### src/rtl/rv32i_pkg.sv
// Shared core definitions used by the instruction loader: imem geometry and
// loader state encoding.
package rv32i_pkg;

    localparam int IMEM_ADDR_W = 7;
    localparam int IMEM_DEPTH  = 128;

    localparam logic [2:0] LD_IDLE   = 3'd0;
    localparam logic [2:0] LD_LEN_LO = 3'd1;
    localparam logic [2:0] LD_LEN_HI = 3'd2;
    localparam logic [2:0] LD_DATA   = 3'd3;
    localparam logic [2:0] LD_CSUM   = 3'd4;
    localparam logic [2:0] LD_FLUSH  = 3'd5;
    localparam logic [2:0] LD_DONE   = 3'd6;
    localparam logic [2:0] LD_ERR    = 3'd7;

    typedef enum logic [2:0] {
        S_IDLE   = LD_IDLE,
        S_LEN_LO = LD_LEN_LO,
        S_LEN_HI = LD_LEN_HI,
        S_DATA   = LD_DATA,
        S_CSUM   = LD_CSUM,
        S_FLUSH  = LD_FLUSH,
        S_DONE   = LD_DONE,
        S_ERR    = LD_ERR
    } ld_state_e;

endpackage

### src/rtl/inst_loader_if.sv
// Loader control, byte-stream and instruction-memory write-port bundle.
// master = host/byte source + memory side, slave = the loader itself.
interface inst_loader_if #(
    parameter int ADDR_W = rv32i_pkg::IMEM_ADDR_W
);
    logic              start;
    logic              in_valid;
    logic [7:0]        in_byte;
    logic              in_ready;
    logic              inst_wen;
    logic [ADDR_W-1:0] inst_addr;
    logic [31:0]       inst_data;
    logic              busy;
    logic              cpu_hold;
    logic              done;
    logic              err;

    modport master (
        output start, in_valid, in_byte,
        input  in_ready, inst_wen, inst_addr, inst_data, busy, cpu_hold, done, err
    );

    modport slave (
        input  start, in_valid, in_byte,
        output in_ready, inst_wen, inst_addr, inst_data, busy, cpu_hold, done, err
    );
endinterface

### src/rtl/inst_loader_byte_packer.sv
// Assembles four little-endian bytes into a 32-bit word; word_valid pulses
// combinationally with the fourth byte so the caller can register it.
module byte_packer (
    input  logic        clk,
    input  logic        rst,
    input  logic        clear,
    input  logic        accept,
    input  logic [7:0]  in_byte,
    output logic        word_valid,
    output logic [31:0] word
);
    logic [1:0]  lane;
    logic [23:0] low;

    assign word_valid = accept && (lane == 2'd3);
    assign word       = {in_byte, low};

    // NOTE: sequential state uses non-blocking assignments so every register
    // samples pre-edge values regardless of statement order.
    always_ff @(posedge clk) begin
        if (rst || clear) begin
            lane <= 2'd0;
            low  <= '0;
        end else if (accept) begin
            case (lane)
                2'd0:    low[7:0]   <= in_byte;
                2'd1:    low[15:8]  <= in_byte;
                2'd2:    low[23:16] <= in_byte;
                default: ;
            endcase
            lane <= lane + 2'd1;
        end
    end
endmodule

### src/rtl/inst_loader.sv
// Framed byte-stream program loader writing consecutive imem words from 0.
// Define INST_LOADER_CSUM_EN to require a trailing 8-bit sum byte per frame.
module inst_loader
    import rv32i_pkg::*;
#(
    parameter int ADDR_W = IMEM_ADDR_W,
    parameter int DEPTH  = IMEM_DEPTH,
    parameter int DATA_W = 32
) (
    input logic         clk,
    input logic         rst,
    inst_loader_if.slave bus
);
    ld_state_e         state;
    logic [7:0]        len_lo;
    logic [15:0]       len;
    logic [ADDR_W:0]   word_cnt;
    logic              busy, done, err;
    logic              inst_wen;
    logic [ADDR_W-1:0] inst_addr;
    logic [DATA_W-1:0] inst_data;
`ifdef INST_LOADER_CSUM_EN
    logic [7:0]        csum;
`endif

    logic        in_ready, accept, start_ok, data_accept, word_valid, last_word;
    logic [15:0] len_next;
    logic [31:0] word;

    // NOTE: every always_comb output gets a default first so no path can
    // leave it unassigned and infer a latch.
    always_comb begin
        in_ready = 1'b0;
        case (state)
            S_LEN_LO, S_LEN_HI, S_DATA: in_ready = 1'b1;
`ifdef INST_LOADER_CSUM_EN
            S_CSUM:                     in_ready = 1'b1;
`endif
            default: ;
        endcase
    end

    assign accept      = bus.in_valid && in_ready;
    assign start_ok    = bus.start && (state == S_IDLE || state == S_DONE || state == S_ERR);
    assign data_accept = accept && (state == S_DATA);
    assign len_next    = {bus.in_byte, len_lo};
    assign last_word   = (16'(word_cnt) == len - 16'd1);

    byte_packer u_packer (
        .clk        (clk),
        .rst        (rst),
        .clear      (start_ok),
        .accept     (data_accept),
        .in_byte    (bus.in_byte),
        .word_valid (word_valid),
        .word       (word)
    );

    always_ff @(posedge clk) begin
        if (rst) begin
            state     <= S_IDLE;
            len_lo    <= '0;
            len       <= '0;
            word_cnt  <= '0;
            busy      <= 1'b0;
            done      <= 1'b0;
            err       <= 1'b0;
            inst_wen  <= 1'b0;
            inst_addr <= '0;
            inst_data <= '0;
`ifdef INST_LOADER_CSUM_EN
            csum      <= '0;
`endif
        end else begin
            inst_wen <= 1'b0;
            // Write-port stage: the word completed this edge is written next cycle.
            if (word_valid) begin
                inst_wen  <= 1'b1;
                inst_addr <= word_cnt[ADDR_W-1:0];
                inst_data <= word;
                word_cnt  <= word_cnt + 1'b1;
            end

            case (state)
                S_IDLE, S_DONE, S_ERR: begin
                    if (bus.start) begin
                        state    <= S_LEN_LO;
                        busy     <= 1'b1;
                        done     <= 1'b0;
                        err      <= 1'b0;
                        word_cnt <= '0;
`ifdef INST_LOADER_CSUM_EN
                        csum     <= '0;
`endif
                    end
                end
                S_LEN_LO: begin
                    if (accept) begin
                        len_lo <= bus.in_byte;
                        state  <= S_LEN_HI;
                    end
                end
                S_LEN_HI: begin
                    if (accept) begin
                        len <= len_next;
                        if (len_next == 16'd0) begin
                            state <= S_DONE;
                            busy  <= 1'b0;
                            done  <= 1'b1;
                        end else if (len_next > 16'(DEPTH)) begin
                            state <= S_ERR;
                            busy  <= 1'b0;
                            err   <= 1'b1;
                        end else begin
                            state <= S_DATA;
                        end
                    end
                end
                S_DATA: begin
                    if (data_accept) begin
`ifdef INST_LOADER_CSUM_EN
                        csum <= csum + bus.in_byte;
                        if (word_valid && last_word) state <= S_CSUM;
`else
                        if (word_valid && last_word) state <= S_FLUSH;
`endif
                    end
                end
`ifdef INST_LOADER_CSUM_EN
                // The final write drains while the sum byte is awaited.
                S_CSUM: begin
                    if (accept) begin
                        busy <= 1'b0;
                        if (bus.in_byte == csum) begin
                            state <= S_DONE;
                            done  <= 1'b1;
                        end else begin
                            state <= S_ERR;
                            err   <= 1'b1;
                        end
                    end
                end
`endif
                S_FLUSH: begin
                    state <= S_DONE;
                    busy  <= 1'b0;
                    done  <= 1'b1;
                end
                default: state <= S_IDLE;
            endcase
        end
    end

    assign bus.in_ready  = in_ready;
    assign bus.inst_wen  = inst_wen;
    assign bus.inst_addr = inst_addr;
    assign bus.inst_data = inst_data;
    assign bus.busy      = busy;
    assign bus.cpu_hold  = busy;
    assign bus.done      = done;
    assign bus.err       = err;
endmodule

### src/flat_wrapper.sv
// flat-port wrapper written by rule: the top's interface ports become plain ports
module inst_loader_flat import rv32i_pkg::*;
#(
    parameter int ADDR_W = IMEM_ADDR_W,
    parameter int DEPTH  = IMEM_DEPTH,
    parameter int DATA_W = 32
)
  (clk, rst, bus_start, bus_in_valid, bus_in_byte, bus_in_ready, bus_inst_wen, bus_inst_addr, bus_inst_data, bus_busy, bus_cpu_hold, bus_done, bus_err);
  inst_loader_if #(.ADDR_W(ADDR_W)) bus_i ();
  input logic clk;
  input logic rst;
  input wire logic [$bits(bus_i.start)-1:0] bus_start;
  input wire logic [$bits(bus_i.in_valid)-1:0] bus_in_valid;
  input wire logic [$bits(bus_i.in_byte)-1:0] bus_in_byte;
  output wire logic [$bits(bus_i.in_ready)-1:0] bus_in_ready;
  output wire logic [$bits(bus_i.inst_wen)-1:0] bus_inst_wen;
  output wire logic [$bits(bus_i.inst_addr)-1:0] bus_inst_addr;
  output wire logic [$bits(bus_i.inst_data)-1:0] bus_inst_data;
  output wire logic [$bits(bus_i.busy)-1:0] bus_busy;
  output wire logic [$bits(bus_i.cpu_hold)-1:0] bus_cpu_hold;
  output wire logic [$bits(bus_i.done)-1:0] bus_done;
  output wire logic [$bits(bus_i.err)-1:0] bus_err;
  assign bus_i.start = bus_start;
  assign bus_i.in_valid = bus_in_valid;
  assign bus_i.in_byte = bus_in_byte;
  assign bus_in_ready = bus_i.in_ready;
  assign bus_inst_wen = bus_i.inst_wen;
  assign bus_inst_addr = bus_i.inst_addr;
  assign bus_inst_data = bus_i.inst_data;
  assign bus_busy = bus_i.busy;
  assign bus_cpu_hold = bus_i.cpu_hold;
  assign bus_done = bus_i.done;
  assign bus_err = bus_i.err;
  inst_loader #(.ADDR_W(ADDR_W), .DEPTH(DEPTH), .DATA_W(DATA_W)) u_core (.clk(clk), .rst(rst), .bus(bus_i));
endmodule
### config.mk
export PLATFORM = sky130hd
export DESIGN_NAME = inst_loader_flat
export DESIGN_NICKNAME = d
export VERILOG_FILES = /design/src/rtl/rv32i_pkg.sv /design/src/rtl/inst_loader_if.sv /design/src/rtl/inst_loader_byte_packer.sv /design/src/rtl/inst_loader.sv /design/src/flat_wrapper.sv
export SDC_FILE = /design/constraint.sdc
export NUM_CORES = 1
export LEC_CHECK = 0
export CORE_MARGIN = 2
export CORE_UTILIZATION = 40
export CTS_CLUSTER_SIZE = 28
export DETAILED_ROUTE_END_ITERATION = 6
export SLEW_MARGIN = 10
export SYNTH_ARGS = -nofsm -noshare
export SYNTH_HDL_FRONTEND = slang
export SYNTH_SLANG_ARGS = --single-unit
### constraint.sdc
create_clock -name clk -period 3.6 [get_ports clk]
set_clock_uncertainty 0.2 [all_clocks]
set_input_delay 0.72 -clock clk [delete_from_list [all_inputs] [get_ports clk]]
set_output_delay 0.72 -clock clk [all_outputs]
set_load 0.05 [all_outputs]
Word level (Yosys, flattened, before mapping):

Cells that the tools add are included.
W data, S select, Z words.

* muxes and demuxes: 26
* reductions and logical operators: 24
* magnitude comparators: 1
* add/subtract/negate cells: 3
* equality and inequality tests: 19

Operator list (count)
* $mux W8: 3
* $mux W3: 7
* $eq A8 B16 Y1: 1
* $gt A16 B8 Y1 const B: 1
* $logic_not A16 Y1: 1
* $sub A16 B1 Y16 const B: 1
* $pmux W3 S5: 1
* $mux W1: 12
* $reduce_and A2 Y1: 5
* $reduce_and A5 Y1: 2
* $eq A3 B3 Y1 const B: 3
* $add A8 B1 Y8 const B: 1
* $ne A2 B1 Y1 const B: 4
* $ne A2 B2 Y1 const B: 4
* $reduce_and A4 Y1: 2
* $eq A3 B2 Y1 const B: 2
* $pmux W1 S3: 2
* $reduce_or A3 Y1: 2
* $logic_and A1 B1 Y1: 5
* $eq A2 B2 Y1 const B: 2
* $eq A3 B1 Y1 const B: 1
* $logic_not A3 Y1: 1
* $logic_or A1 B1 Y1: 3
* $ne A3 B1 Y1 const B: 1
* other kinds (6): 6

* bits of input ports: 12
* register bits: 104
* output and inout port bits: 45
* logic and storage cells: 87

Logic depth before layout (Yosys ltp):

Gate-level depths: netlist (run 1).

* depth after elaboration: 10
* depth in mapped cells: 9
* gate-level depth less buffers: 8

Cells and area by module:

A second synthesis (run 1) with hierarchy kept.

* cell total of the unflattened synthesis: 532
* area total of the unflattened synthesis: 4901.0 um^2

By module, submodules not included
* inst_loader: cells an instance 399, area an instance 3510.9 um^2, sequential area each 1561.5 um^2, times used 1
* byte_packer: cells an instance 133, area an instance 1390.1 um^2, sequential area each 520.5 um^2, times used 1

Worst setup path before layout (run 1):

Ideal clock, no wire load.

* kind: input-to-reg
* start: in bus_in_valid
* end: reg u_core.state[2]
* stages on the path: 9
* required time: 3323 ps
* path slack: 1178 ps
* path buffers: 3
* library setup time: 77 ps
* arrival time: 2146 ps
* cells stage by stage: buf_2 > and4b_1 > clkbuf_1 > and2_1 > buf_2 > o211ai_1 > nor4_1 > nand4_1 > a41oi_2

* longest elaborated chain between the ends: 6
* elaborated cells on any way between the ends: 9
* those cells by class: 4 x eq/ne; 5 x reduce/logical

Ends and longest elaborated chain
* start, declared: RTL line flat_wrapper.sv:13 `input wire logic [$bits(bus_i.in_valid)-1:0] bus_in_valid;`
* $logic_and A1 B1 Y1 *: RTL line inst_loader.sv:43 `assign accept = bus.in_valid && in_ready;`
* $logic_and A1 B1 Y1: RTL line inst_loader.sv:45 `assign data_accept = accept && (state == S_DATA);`
* $logic_and A1 B1 Y1: RTL line inst_loader_byte_packer.sv:15 `assign word_valid = accept && (lane == 2'd3);`
* $logic_and A1 B1 Y1: RTL line inst_loader.sv:125 `if (word_valid && last_word) state <= S_FLUSH;`
* $ne A2 B2 Y1 (no source line)
* $reduce_and A5 Y1 (no source line) *
* end signal, assigned: RTL line inst_loader.sv:125
* end signal, assigned: RTL line inst_loader.sv:145 `state <= S_DONE;`
* end signal, assigned: RTL line inst_loader.sv:149 `default: state <= S_IDLE;`
* end, declared: RTL line inst_loader.sv:14 `ld_state_e state;`

Every way passes the cells marked *; elsewhere a longest branch is shown, timed or not.
A chain may end at the register's enable or synchronous reset.

Worst setup path after layout (run 1):

* start: reg u_core.state[1]
* end: out bus_in_ready

* longest elaborated chain between the ends: 3
* elaborated cells on any way between the ends: 5
* those cells by class: 3 x eq/ne; 1 x mux; 1 x reduce/logical

Ends and longest elaborated chain
* start signal, assigned: RTL line inst_loader.sv:61 `state <= S_IDLE;`
* start signal, assigned: RTL line inst_loader.sv:87 `state <= S_LEN_LO;`
* start signal, assigned: RTL line inst_loader.sv:100 `state <= S_LEN_HI;`
* $eq A3 B1 Y1 or $eq A3 B2 Y1 (tied branches): RTL line inst_loader.sv:34 `case (state)`
* $reduce_or A3 Y1 *: RTL line inst_loader.sv:34
* $mux W1 *: RTL line inst_loader.sv:34
* end, declared: RTL line flat_wrapper.sv:15 `output wire logic [$bits(bus_i.in_ready)-1:0] bus_in_ready;`

Marks and branches as above.

==> impl_metrics.yaml, run 1 <==
critical_path:
  path_class: "reg2out"
  crit_slowest_cell: "clkdlybuf4s50_1"
  cp_max_fo: 17
  reg2reg_to: "u_core.state[1]"
  crit_end: "bus_in_ready"
  endpoint_kind: "output port"
  ff2ff_setup_slack_ns: 1.21
  start_kind: "flip-flop"
  r2r_cells: 8
  worstPathCellList: "nor2_1 -> nor2_1 -> clkdlybuf4s50_1"
  r2r_start: "u_core.len[0]"
  path_common_cell: "nor2_1"
  max_stage_delay_ns: 0.81
  worstPathArrival_ns: 2.06
  startpoint: "u_core.state[1]"
  required_ns: 2.68
cells_and_area:
  fillCellCount: 1077
  diodes: 0
  drive_gt1_frac: 0.06189
  fin_nets: 628
  final_cell_mix: "168 x nand2_1, 104 x dfxtp_1, 98 x a21oi_1, 55 x clkdlybuf4s50_1, 26 x nand3_1"
  final_common_cell: "nand2_1"
  area_growth_pct: 19.96
  final_cell_area_mm2: 0.005279
power:
  p_leak_nw: 1.738
  finalPower_mw: 2.603
  p_per_area_mw_per_mm2: 493.1
  max-vdd-ir-drop_mv: 0.4472
clock_tree:
  clk_pin_slew_ns: 0.10
  post-cts-setup-buffers: 0
  cts_max_path_buffers: 2
  cts_hold_buf: 0
  clock_latency_ns: 0.38
  tritoncts: "yes"
  cts_sinks: 104
  numCtsBuffers: 9
  cts_resized: 0
  root_buffer: "clkbuf_8"
  htreeDepth: 3
logic_synthesis:
  ys_top_cells_by_area: "dfxtp_1 47%, nand2_1 14%, a21oi_1 11%"
  netlist_area_mm2: 0.004400
  synth_nets: 587
  ys_async_sr_fraction: 0
  ys_types: 45
  synth_seq_cells: 104
  synth_area_leader_cell: "dfxtp_1"
  yosys_warnings: 0
  synth_edf_count: 0
  avgSynthCellArea_um2: 7.734
  yosysSeqAreaShare: 0.4731
  synth_flop_cell: "dfxtp_1"
  synth.top_cell.area_share: 0.4731
  synthCells: 569
timing:
  finalSetupViolCount: 0
  slew_headroom: 0.5620
  max_freq_mhz: 335.8
  rsz0062_at_grt: "false"
  worst_pin_slew_ns: 0.6516
  tns_ns: 0
  fin_crit_sh: 0.8273
  drv_slew: 0
  hold_violations: 0
  fin_crit_ns: 2.978
placement:
  post_dp_cell_area_mm2: 0.005077
  hpwl_um: 7482
  port_buffers: 56
  gp_congestion: 0.8847
global_routing:
  track_usage: 0.1947
  gr-total-overflow: 0
  grt_max_degree: 49
  antenna_found_initial: 0
  grt_first_pass_wirelength_um: 18020
  grt_pass1_vias: 3653
routing:
  drt.antenna.violating_nets: 0
  avgRoutedWirePerCell_um: 14.37
  route.detailed.drc: 0
  routed_wl_um: 10840
  first_pass_iters: 5
  first_iter_violations: 221
  vias: 3910
  via_per_inst: 5.186
floorplanning:
  coreArea_mm2: 0.01079
  die_y_um: 108.9
  die_w_um: 108.9
  die_area_mm2: 0.01186
  rows: 38
  start_util: 0.4077
  design.portCount: 57
outcome:
  status: "finished clean"
flow_run:
  cap_violations: 0
min_path:
  worstHoldPathType: "reg2reg"
synth_stat cells (all sizes together) (3+ instances only):
cell / n
nand4: 7
ha: 6
nor4: 10
nor2: 22
a21oi: 98
dfxtp: 104
nor2b: 4
o21ai: 8
buf: 13
clkbuf: 28
xnor2: 12
xor2: 7
nand2: 168
mux2i: 6
nand3: 26
nand2b: 3
nor3: 10
inv: 9
or3: 4
metal layers:
| metal | GRT usage | vias up | part of all wire |
|---|---|---|---|
| li1 | - | 1990 | - |
| met1 | 0.2652 | 1823 | 0.48 |
| met2 | 0.3097 | 83 | 0.46 |
| met3 | 0.03586 | 14 | 0.046 |
| met4 | 0.06685 | 0 | 0.019 |
| met5 | 0 | - | 0 |
worst min path at each step:
stage / startpoint / endpoint / slack (ns) / cells after the start
after floorplan: u_core.u_packer.low[9] / u_core.bus.inst_data[9] / 0.23 / 2
after global placement: u_core.bus.inst_data[24] / u_core.bus.inst_data[24] / 0.24 / 2
after detailed placement: u_core.bus.inst_data[7] / u_core.bus.inst_data[7] / 0.25 / 2
after CTS: u_core.bus.inst_data[7] / u_core.bus.inst_data[7] / 0.26 / 2
after global routing: u_core.u_packer.low[5] / u_core.bus.inst_data[5] / 0.27 / 2
final: u_core.bus.inst_data[24] / u_core.bus.inst_data[24] / 0.26 / 2
report_power, final:
| part | leakage, nW | internal (mW) | switching [mW] |
|---|---|---|---|
| clock | 0.105 | 0.346 | 0.418 |
| sequential | 0.839 | 1.20 | 0.0913 |
| combinational | 0.794 | 0.203 | 0.344 |
| total | 1.74 | 1.75 | 0.853 |
cells by family after synthesis:
group | after synthesis | synth area share
flip-flops | 104 | 0.4731
AND/OR/NAND/NOR | 262 | 0.2616
adder cells (fa/ha/maj) | 6 | 0.01706
XOR/XNOR | 19 | 0.03782
multiplexers | 7 | 0.01621
AO/OA/AOI/OAI | 121 | 0.1487
buffers and inverters | 50 | 0.04549
area by class of cell:
class | instances | area [um2] | area share
clock inverters | 5 | 63.81 | 0.01209
multi-input cells | 415 | 2118 | 0.4013
well taps | 140 | 175.2 | 0.03318
flip-flops and latches | 104 | 2082 | 0.3944
inverters | 9 | 33.78 | 0.006400
repair buffers | 71 | 668.1 | 0.1266
clock buffers | 10 | 137.6 | 0.02607
stage by stage:
step	instances	utilization	setup WS, ns	hold WS, ns
after detailed placement	739	0.4704	0.6361	0.2456
after floorplan	569	-	1.178	0.2321
after global placement	739	0.4704	0.6242	0.2436
after CTS	754	0.4891	0.6199	0.2605
after global routing	754	0.4891	0.5157	0.2693
final	754	0.4891	0.6216	0.2582
flip-flops by register name, summed over array words and instances, names as in the netlist, 2 cells and up:
name and cells:
u_core.bus.inst_addr 7, u_core.bus.inst_data 32, u_core.len 16, u_core.len_lo 8, u_core.state 3, u_core.u_packer.lane 2
u_core.u_packer.low 24, u_core.word_cnt 8
worst max-delay path, delay by kind of cell, from the launching register on:
| family | cells | cell delay [ns] |
|---|---|---|
| DFF | 1 | 0.69 |
| buffers and inverters | 1 | 0.81 |
| and+or+nand+nor | 2 | 0.19 |
Note: power is estimated with default switching activity, not from simulation.
==> run 2, diff against run 1 <==
==> constraint.sdc (replaced) <==
create_clock -name clk -period 3 [get_ports clk]
set_clock_uncertainty 0.2 [all_clocks]
set_input_delay 0.6 -clock clk [delete_from_list [all_inputs] [get_ports clk]]
set_output_delay 0.6 -clock clk [all_outputs]
set_load 0.05 [all_outputs]
==> impl_metrics.yaml, run 2 (synthesized netlist as in run 1, its figures left out) <==
clock_tree:
  numCtsBuffers: 9
  root_buffer: "clkbuf_8"
  cts_max_path_buffers: 2
  cts_resized: 0
  tritoncts: "yes"
  cts_hold_buf: 0
  clk_pin_slew_ns: 0.09
  htreeDepth: 3
  post-cts-setup-buffers: 0
  cts_sinks: 104
  clock_latency_ns: 0.38
timing:
  final.setup.worst_slack_ns: 0.1715
  worst_pin_slew_ns: 0.6871
  drv_slew: 0
  max_freq_mhz: 353.5
  tns_ns: 0
  finalSetupViolCount: 0
  fin_crit_sh: 0.9428
  slew_headroom: 0.5377
  hold_violations: 0
  fin_crit_ns: 2.828
  rsz0062_at_grt: "false"
cells_and_area:
  fin_nets: 633
  drive_gt1_frac: 0.06935
  area_growth_pct: 20.33
  regMostFlops: "u_core.bus.inst_data"
  diodes: 0
  final_cell_mix: "168 x nand2_1, 104 x dfxtp_1, 98 x a21oi_1, 55 x clkdlybuf4s50_1, 26 x nand3_1"
  final_cell_area_mm2: 0.005295
  fillCellCount: 1080
  instances_no_fill: 760
  final_common_cell: "nand2_1"
  largest_register_ff_count: 32
  largestRegisters: "u_core.bus.inst_data x32, u_core.u_packer.low x24, u_core.len x16"
routing:
  avgRoutedWirePerCell_um: 14.48
  routed_wl_um: 11000
  first_pass_iters: 4
  drt.antenna.violating_nets: 0
  first_iter_violations: 195
  vias: 3923
  via_per_inst: 5.162
  route.detailed.drc: 0
placement:
  dp.cells: 744
  hpwl_um: 7727
  port_buffers: 56
  dpl_worst_slack_ns: -0.1161
  gp_congestion: 0.8568
  post_dp_cell_area_mm2: 0.005115
power:
  p_int_mw: 2.030
  pwr-share-clk: 0.271
  p_per_area_mw_per_mm2: 574.3
  p_sw_frac: 0.3325
  switchingPower_mw: 1.011
  finalPower_mw: 3.041
  p_seq_frac: 0.505
  p_leak_nw: 1.752
  combinationalPowerShare: 0.224
  max-vdd-ir-drop_mv: 0.5439
floorplanning:
  die_area_mm2: 0.01186
  coreArea_mm2: 0.01079
  start_util: 0.4077
  design.portCount: 57
  die_y_um: 108.9
  die_w_um: 108.9
  rows: 38
global_routing:
  grtUsageMet2: 0.3097
  gr-total-overflow: 0
  grt_max_degree: 37
  globalRoute.busiestLayer: "met2"
  track_usage: 0.1935
  grt_use_met3: 0.03288
  grt_first_pass_wirelength_um: 17950
  met1_usage: 0.2541
  antenna_found_initial: 0
  grt_pass1_vias: 3718
critical_path:
  path_class: "reg2out"
  crit_slowest_cell: "clkdlybuf4s50_1"
  worstPathCellList: "nor2_1 -> nor2_1 -> clkdlybuf4s50_1"
  cp_max_fo: 17
  max_stage_delay_ns: 0.81
  required_ns: 2.20
  path_common_cell: "nor2_1"
  endpoint_kind: "output port"
  worstPathArrival_ns: 2.03
  start_kind: "flip-flop"
flow_run:
  cap_violations: 0
outcome:
  status: "finished clean"
min_path:
  worstHoldPathType: "reg2reg"
run 2: stage by stage:
stage,hold WS (ns),utilization
6_report,0.2590,0.4906
5_1_grt,0.2769,0.4906
4_1_cts,0.2612,0.4906
3_5_place_dp,0.2465,0.4739
3_3_place_gp,0.2426,0.4739
2_1_floorplan,0.2321,-
run 2: path summary, 6_finish.rpt:
kind         slack (ns)  depth (start not counted)                   start                      end
max reg2reg        0.60                          6         u_core.state[1]          u_core.state[2]
max                0.17                          3         u_core.state[1]             bus_in_ready
min                0.26                          2  u_core.u_packer.low[0]  u_core.bus.inst_data[0]
min reg2reg        0.26                          2  u_core.u_packer.low[0]  u_core.bus.inst_data[0]
run 2: power groups by stage:
stage	Sequential [mW]	Combinational [mW]	Clock, mW
final	1.53	0.681	0.825
after global routing	1.55	0.742	0.900
after CTS	1.53	0.683	0.852
after detailed placement	1.56	0.680	0
after global placement	1.56	0.672	0
after floorplan	1.55	0.498	0
run 2: layer usage:
layer,part of all wire,vias up
met5,0,-
met1,0.48,1823
met3,0.042,16
met4,0.022,0
li1,-,2012
met2,0.46,72
run 2: final cells by class:
| class | count | area, um2 | area share |
|---|---|---|---|
| multi-input combinational | 415 | 2118 | 0.4000 |
| sequential | 104 | 2082 | 0.3932 |
| tap | 140 | 175.2 | 0.03308 |
| timing repair buffer | 76 | 705.7 | 0.1333 |
| inverter | 9 | 33.78 | 0.006380 |
| clock inverter | 5 | 38.79 | 0.007325 |
| clock buffer | 11 | 141.4 | 0.02670 |
run 2: critical path: cells and delay by family (launching register included):
family                 cells  cell delay [ns]
flip-flops                 1             0.68
AND/OR/NAND/NOR            2             0.18
buffers and inverters      1             0.81
